### src/rtl/icache.sv
// Direct-mapped instruction cache: zero-latency hits and line refill in WORDS
// beats from a single-cycle-ready main memory port.
module icache #(
  parameter int DATA_WIDTH = 32,
  parameter int SETS       = 16,
  parameter int WORDS      = 4
) (
  input  logic                  clk,
  input  logic                  reset,
  input  logic                  req,
  input  logic [DATA_WIDTH-1:0] A,
  input  logic                  flush,
  output logic [DATA_WIDTH-1:0] RD,
  output logic                  hit,
  output logic                  stall,
  output logic                  mem_req,
  output logic [DATA_WIDTH-1:0] mem_addr,
  input  logic                  mem_ready,
  input  logic [DATA_WIDTH-1:0] mem_rdata
);

  localparam int OFF_W  = $clog2(WORDS);
  localparam int IDX_W  = $clog2(SETS);
  localparam int TAG_W  = DATA_WIDTH - 2 - OFF_W - IDX_W;
  localparam int LINE_W = TAG_W + IDX_W;

  localparam logic [0:0] IDLE   = 1'b0;
  localparam logic [0:0] REFILL = 1'b1;

  logic [0:0]            state;
  logic [SETS-1:0]       valid;
  logic [TAG_W-1:0]      tag_mem  [SETS];
  logic [DATA_WIDTH-1:0] data_mem [SETS*WORDS];
  logic [OFF_W-1:0]      counter;
  logic [LINE_W-1:0]     line;   // tag and index of the line being refilled

  logic [OFF_W-1:0] a_off;
  logic [IDX_W-1:0] a_idx, l_idx;
  logic [TAG_W-1:0] a_tag, l_tag;
  logic             last_beat, beat;
  logic             unused_a;

  assign a_off     = A[2 +: OFF_W];
  assign a_idx     = A[2+OFF_W +: IDX_W];
  assign a_tag     = A[DATA_WIDTH-1 -: TAG_W];
  assign l_idx     = line[IDX_W-1:0];
  assign l_tag     = line[LINE_W-1 -: TAG_W];
  assign unused_a  = ^A[1:0];
  assign last_beat = (counter == OFF_W'(WORDS - 1));
  assign beat      = (state == REFILL) && mem_ready && !flush;

  assign hit      = req && (state == IDLE) && !flush && valid[a_idx] && (tag_mem[a_idx] == a_tag);
  assign stall    = req && !hit && !reset;
  assign RD       = data_mem[{a_idx, a_off}];
  assign mem_req  = (state == REFILL);
  assign mem_addr = mem_req ? {line, counter, 2'b00} : '0;

  // NOTE: sequential state uses non-blocking assignments so every register
  // samples the pre-edge values regardless of statement order.
  always_ff @(posedge clk or posedge reset) begin
    if (reset) begin
      state   <= IDLE;
      valid   <= '0;
      counter <= '0;
      line    <= '0;
    end else begin
      case (state)
        IDLE: begin
          if (flush) begin
            valid <= '0;
          end else if (req && !hit) begin
            state   <= REFILL;
            line    <= A[DATA_WIDTH-1 -: LINE_W];
            counter <= '0;
          end
        end
        REFILL: begin
          // A flush abandons the refill; the line never becomes valid.
          if (flush) begin
            valid   <= '0;
            state   <= IDLE;
            counter <= '0;
          end else if (mem_ready) begin
            counter <= counter + OFF_W'(1);
            if (last_beat) begin
              valid[l_idx] <= 1'b1;
              state        <= IDLE;
            end
          end
        end
        default: state <= IDLE;
      endcase
    end
  end

  // NOTE: tag and data arrays are deliberately left without reset; the valid
  // bits alone decide whether their contents are meaningful.
  always_ff @(posedge clk) begin
    if (beat) begin
      data_mem[{l_idx, counter}] <= mem_rdata;
      if (last_beat) tag_mem[l_idx] <= l_tag;
    end
  end

endmodule

### config.mk
export PLATFORM = sky130hd
export DESIGN_NAME = icache
export DESIGN_NICKNAME = d
export VERILOG_FILES = /design/src/rtl/icache.sv
export SDC_FILE = /design/constraint.sdc
export NUM_CORES = 2
export LEC_CHECK = 0
export CAP_MARGIN = 20
export CORE_MARGIN = 3
export CORE_UTILIZATION = 55
export CTS_CLUSTER_DIAMETER = 80
export DETAILED_ROUTE_END_ITERATION = 8
export PLACE_DENSITY_LB_ADDON = 0.1
export SLEW_MARGIN = 20
export SYNTH_ARGS = -nofsm -noshare
export SYNTH_HDL_FRONTEND = slang
export SYNTH_SLANG_ARGS = --single-unit
### constraint.sdc
create_clock -name clk -period 8.48 [get_ports clk]
set_clock_uncertainty 0.15 [all_clocks]
set_input_delay 0.848 -clock clk [delete_from_list [all_inputs] [get_ports clk]]
set_output_delay 0.848 -clock clk [all_outputs]
set_load 0.02 [all_outputs]
Word level (Yosys, flattened, before mapping)
Memory sizes are Yosys's and may differ from the RTL's.
Index checks and enable logic that the tools add are counted.
{"block": "totals", "elab_cells": 61, "ramBits": 2432, "reg_bits": 47, "output_inout_bits": 67, "n_memories": 2}
{"block": "classes", "bitwise_logic": 3, "n_eq_ne": 7, "n_reduce_logical": 15, "n_addsub": 1, "order_cmp": 3, "muxes": 26}
{"memory": "data_mem", "words": 64, "width": 32, "read_ports": 1, "rd_clocked_by_memory_dff": 0, "write_ports": 1, "line_no": "33", "rtl": "logic [DATA_WIDTH-1:0] data_mem [SETS*WORDS];"}
{"memory": "tag_mem", "words": 16, "width": 24, "read_ports": 1, "rd_clocked_by_memory_dff": 0, "write_ports": 1, "line_no": "32", "rtl": "logic [TAG_W-1:0] tag_mem [SETS];"}
{"operator": "16-bit two-way mux", "n": 4}
{"operator": "32-bit two-way mux", "n": 1}
{"operator": "16-bit case mux with 2 select lines", "n": 1}
{"operator": "24-bit == test", "n": 1}
{"operator": "16-bit OR", "n": 1}
{"operator": "1-bit two-way mux", "n": 12}
{"operator": "4-bit by 5-bit less-than comparator with 1-bit output (second input constant)", "n": 2}
{"operator": "1-bit logical AND", "n": 9}
{"operator": "3-bit AND reduction", "n": 3}
{"operator": "2-bit two-way mux", "n": 4}
{"operator": "1-bit binary-select mux with 4-bit select", "n": 1}
{"operator": "1-bit demux with 4-bit select", "n": 1}
{"operator": "4-bit by 1-bit greater-or-equal comparator with 1-bit output (second input constant)", "n": 1}
{"operator": "2-bit inequality test (second input constant)", "n": 2}
{"operator": "2-bit case mux with 2 select lines", "n": 1}
{"operator": "1-bit zero test", "n": 3}
{"operator": "3-bit by 2-bit inequality test with 1-bit output (second input constant)", "n": 1}
{"operator": "3-bit inequality test (second input constant)", "n": 1}
{"operator": "2-bit by 1-bit adder with 2-bit output (second input constant)", "n": 1}
{"operator": "2-bit == test (second input constant)", "n": 1}
{"operator": "2-bit by 1-bit inequality test with 1-bit output (second input constant)", "n": 1}
{"operator": "1-bit inverter", "n": 2}
{"operator": "1-bit case mux with 2 select lines", "n": 1}

Longest topological paths before layout
{"block": "logic_depth", "depth_word": 10, "mapped_depth": 13, "depth_no_buf": 8}

Worst setup path after synthesis
No wires, ideal clock.
{"block": "synth_timing", "kind": "input port to output port", "from": "input A[6]", "to": "output stall", "n_path_buf": 2, "t_arrival_ns": 3.742, "setup_slack_ns": 3.740, "stages": 10, "path_cell_list": "buf_2 clkbuf_1 mux4_2 mux2i_1 o22ai_1 a2111oi_2 a31oi_1 nor4_2 nor4bb_1 nor3b_1"}
{"block": "synth_via", "elab_chain_len": 7}
{"element": "start, declared", "line_no": "11", "rtl": "input logic [DATA_WIDTH-1:0] A,"}
{"element": "parallel branches: the longest is 3 deep, another holds memory 16 x 24 bit"}
{"element": "1-bit logical AND (*)", "line_no": "52", "rtl": "assign hit = req && (state == IDLE) && !flush && valid[a_idx] && (tag_mem[a_idx] == a_tag);"}
{"element": "via hit", "line_no": "14", "rtl": "output logic hit,"}
{"element": "1-bit zero test (*)", "line_no": "53", "rtl": "assign stall = req && !hit && !reset;"}
{"element": "1-bit logical AND (*) (2 in series)", "line_no": "53"}
{"element": "end, declared", "line_no": "15", "rtl": "output logic stall,"}
Mark *: on every way through the listed nets, which the timed path passes. The select of a mux whose other input is x is not followed.

Worst setup path in the final report
{"block": "layout_timing", "from": "input A[6]", "to": "output hit"}
{"block": "layout_via", "elab_chain_len": 4}
{"element": "parallel branches: the longest is 3 deep, another holds memory 16 x 24 bit"}
{"element": "1-bit logical AND (*)", "line_no": "52"}
{"element": "end, declared", "line_no": "14"}
Mark *: on every way between the ends. The select of a mux whose other input is x is not followed.

==> impl_results.md <==
* Status: finished clean
* Worst-margin pin slew at 1100 ps
* Grt total ovfl at 0
* Vias in the first global route at 43772
* Final hold violations at 0
* Dpl hpwl at 122 mm
* Drt first pass iters at 7
* Worst path max stage delay at 790 ps
* Cell depth of the worst hold path at 1
* Max-slew violation count at 0
* Sequential share of the synthesized area at 78.1%
* H-Tree Level Count at 4
* Crit. End Element: output pin
* Post-route DRC at 0
* Setup_tns at 0 ps
* Root Driver: clkbuf_16
* Final ANT Viol Nets at 0
* Dpl cell area at 99900 um2
* # clock sinks at 2479
* Die span in y at 422 um
* Worst Hold Class: in2reg
* Netlist cell types at 53
* CP max-delay cell: nor4bb_1
* Cell area after synthesis at 95100 um2
* WP buf/inv at 3
* Syn-to-layout area delta at 13.3%
* Max rail drop VDD at 0.218 mV
* Post-layout nets at 4214
* Share of cells above drive strength 1 at 32.0%
* Max cap viols at 0
* Delay-heaviest family, CP: buffers and inverters
* R2r worst-path depth at 8
* Num CTS Buffers at 240
* First-pass GRT wire length at 334 mm
* CP Data Required Time at 7480 ps
* Ports at 136
* CTS tree: built
* Hold Buf Count CTS at 0
* Filler Cell Count at 11324
* Chip width at 422 um
* Iter 0 DRT Violations at 5514
* Fin area at 108000 um2
* Number of port buffers at 131
* Via count at 43314
* Placed cells at 6193
* CTS Buffer Depth at 3
* Unrepaired setup endpoints after global routing: false
* Post-route clock period utilization at 78.0%
* Routed len/inst at 35.3 um
* Fin Hold WS at 270 ps
* Worst-path cell chain: buf_8 -> buf_4 -> mux4_2 -> xnor2_1 -> nand4_1 -> a32oi_1 -> a32oi_1 -> nor4_2 -> nor4bb_1 -> clkdlybuf4s50_1
* Worst setup margin at 1870 ps
* DP Worst Slack at 1900 ps
* Number of flops mapped to enable cells by yosys at 2432
* Largest net degree at the start of global routing at 118
* Synthesis-stage register bit count at 2479
* Core area at 171000 um2
* Leak at 33.4 nW
* Die Area at 178000 um2
* RePlAce Congestion at 0.735
* Starting Density at 55.7%
* Startpoint types: primary input
* Slew margin rel. at 26.8%
* Number of cells produced by synthesis at 3851
* Via density at 6.52
* Total wire length at 234 mm
* Crit path depth at 10
* Clk slew on worst S/H paths at 60 ps
* Post-route insts no fill at 6648
* Post-CTS setup buffer count at 0
* Syn Area/Cell at 24.7 um2
* Final setup violation count at 0
* Total power at 25.5 mW
* Critical Path Fanout Max at 78
* WS Path Type: in2out
* Tmin final at 6610 ps
* Initial antenna violation count at 10
* Worst-skew pair later-pin latency at 850 ps
* # rows at 151
* GRT Total Usage at 26.7%
* Pwr/cell area at 237 nW/um2
* Ys Warns at 0
* Fmax at 151 MHz
* Prevailing post-synth register cell: edfxtp_1
* Arr. time, crit path at 5610 ps
* Post_cts resized at 0
* Crit path top cell by count: a32oi_1
* Async SR Flop Fraction at 1.90%
* Final core utilization at 63.1%
[synthesized netlist by cell type (4+ instances only)]
library cell / count / share of area (%)
clkbuf_1: 144 / 0.57
mux2_2: 15 / 0.18
nand2_1: 29 / 0.11
xor2_1: 8 / 0.074
mux4_2: 763 / 18
buf_2: 37 / 0.19
and2_1: 32 / 0.21
dfrtp_1: 47 / 1.2
nand3b_1: 4 / 0.032
buf_1: 13 / 0.051
o22ai_1: 19 / 0.13
nand3_1: 9 / 0.047
mux2_4: 27 / 0.43
buf_6: 6 / 0.071
edfxtp_1: 2432 / 77
a21oi_1: 5 / 0.026
o21ai_0: 14 / 0.074
inv_1: 22 / 0.087
buf_4: 8 / 0.063
nor2_1: 97 / 0.38
xnor2_1: 25 / 0.23
mux2i_1: 50 / 0.53
[report_power, final]
group	leakage [nW]	switching, mW	internal, mW
Sequential	22.4	0.143	13.6
Clock	3.75	4.47	5.90
Combinational	7.17	0.782	0.588
Total	33.4	5.39	20.1
[state kept, by name, summed over array words and instances (netlist names)]
| register | cells |
|---|---|
| line | 28 |
| mem_req | 1 |
| valid | 16 |
| counter | 2 |
| tag_mem | 384 |
| data_mem | 2048 |
[path summary, 6_finish.rpt]
path,start,endpoint,slack (ps)
min in group asynchronous,reset,line[24]$_DFFE_PP0P_,400
min reg2reg,valid[15]$_DFFE_PP0P_,valid[15]$_DFFE_PP0P_,390
max in group asynchronous,reset,line[15]$_DFFE_PP0P_,7150
max,A[6],hit,1870
min,mem_rdata[20],data_mem[50][20]$_DFFE_PP_,270
max reg2reg,mem_req$_DFF_PP0_,data_mem[14][2]$_DFFE_PP_,3820
[metal layers]
metal | share of wire (%) | vias up | track usage [%]
li1 | - | 17227 | -
met1 | 40 | 23871 | 39.3
met2 | 49 | 1895 | 42.4
met3 | 8.1 | 319 | 4.74
met4 | 2.4 | 2 | 6.87
met5 | 0.0055 | - | 0
[layout make-up]
type	count	area, um2	share of cell area, %
Antenna cell	1	2.50	0.00232
Clock buffer	299	6330	5.88
Clock inverter	151	1320	1.23
Inverter	23	86.3	0.0802
Multi-Input combinational cell	1142	20500	19.0
Sequential cell	2479	74200	68.9
Tap cell	2295	2870	2.67
Timing Repair Buffer	258	2370	2.20
[logic make-up after synthesis]
family,synth area share (%)
other cells,0.00394
flops,78.1
xor+xnor,0.304
compound gates,0.400
mux,19.2
buf+inv,1.04
simple gates,0.967
fa+ha+maj,0.0132
[layout by cell type (no fill, tap or decap), drive strengths merged, types with 21 or more instances in the layout]
| master | count |
|---|---|
| edfxtp | 2432 |
| mux4 | 763 |
| clkbuf | 299 |
| buf | 165 |
| clkinv | 117 |
| nor2 | 97 |
| clkdlybuf4s50 | 93 |
| mux2i | 50 |
| dfrtp | 47 |
| mux2 | 42 |
| and2 | 32 |
| inv | 31 |
| nand2 | 29 |
| xnor2 | 25 |
| bufinv | 21 |
No activity file was read; power rests on OpenSTA's default activity.
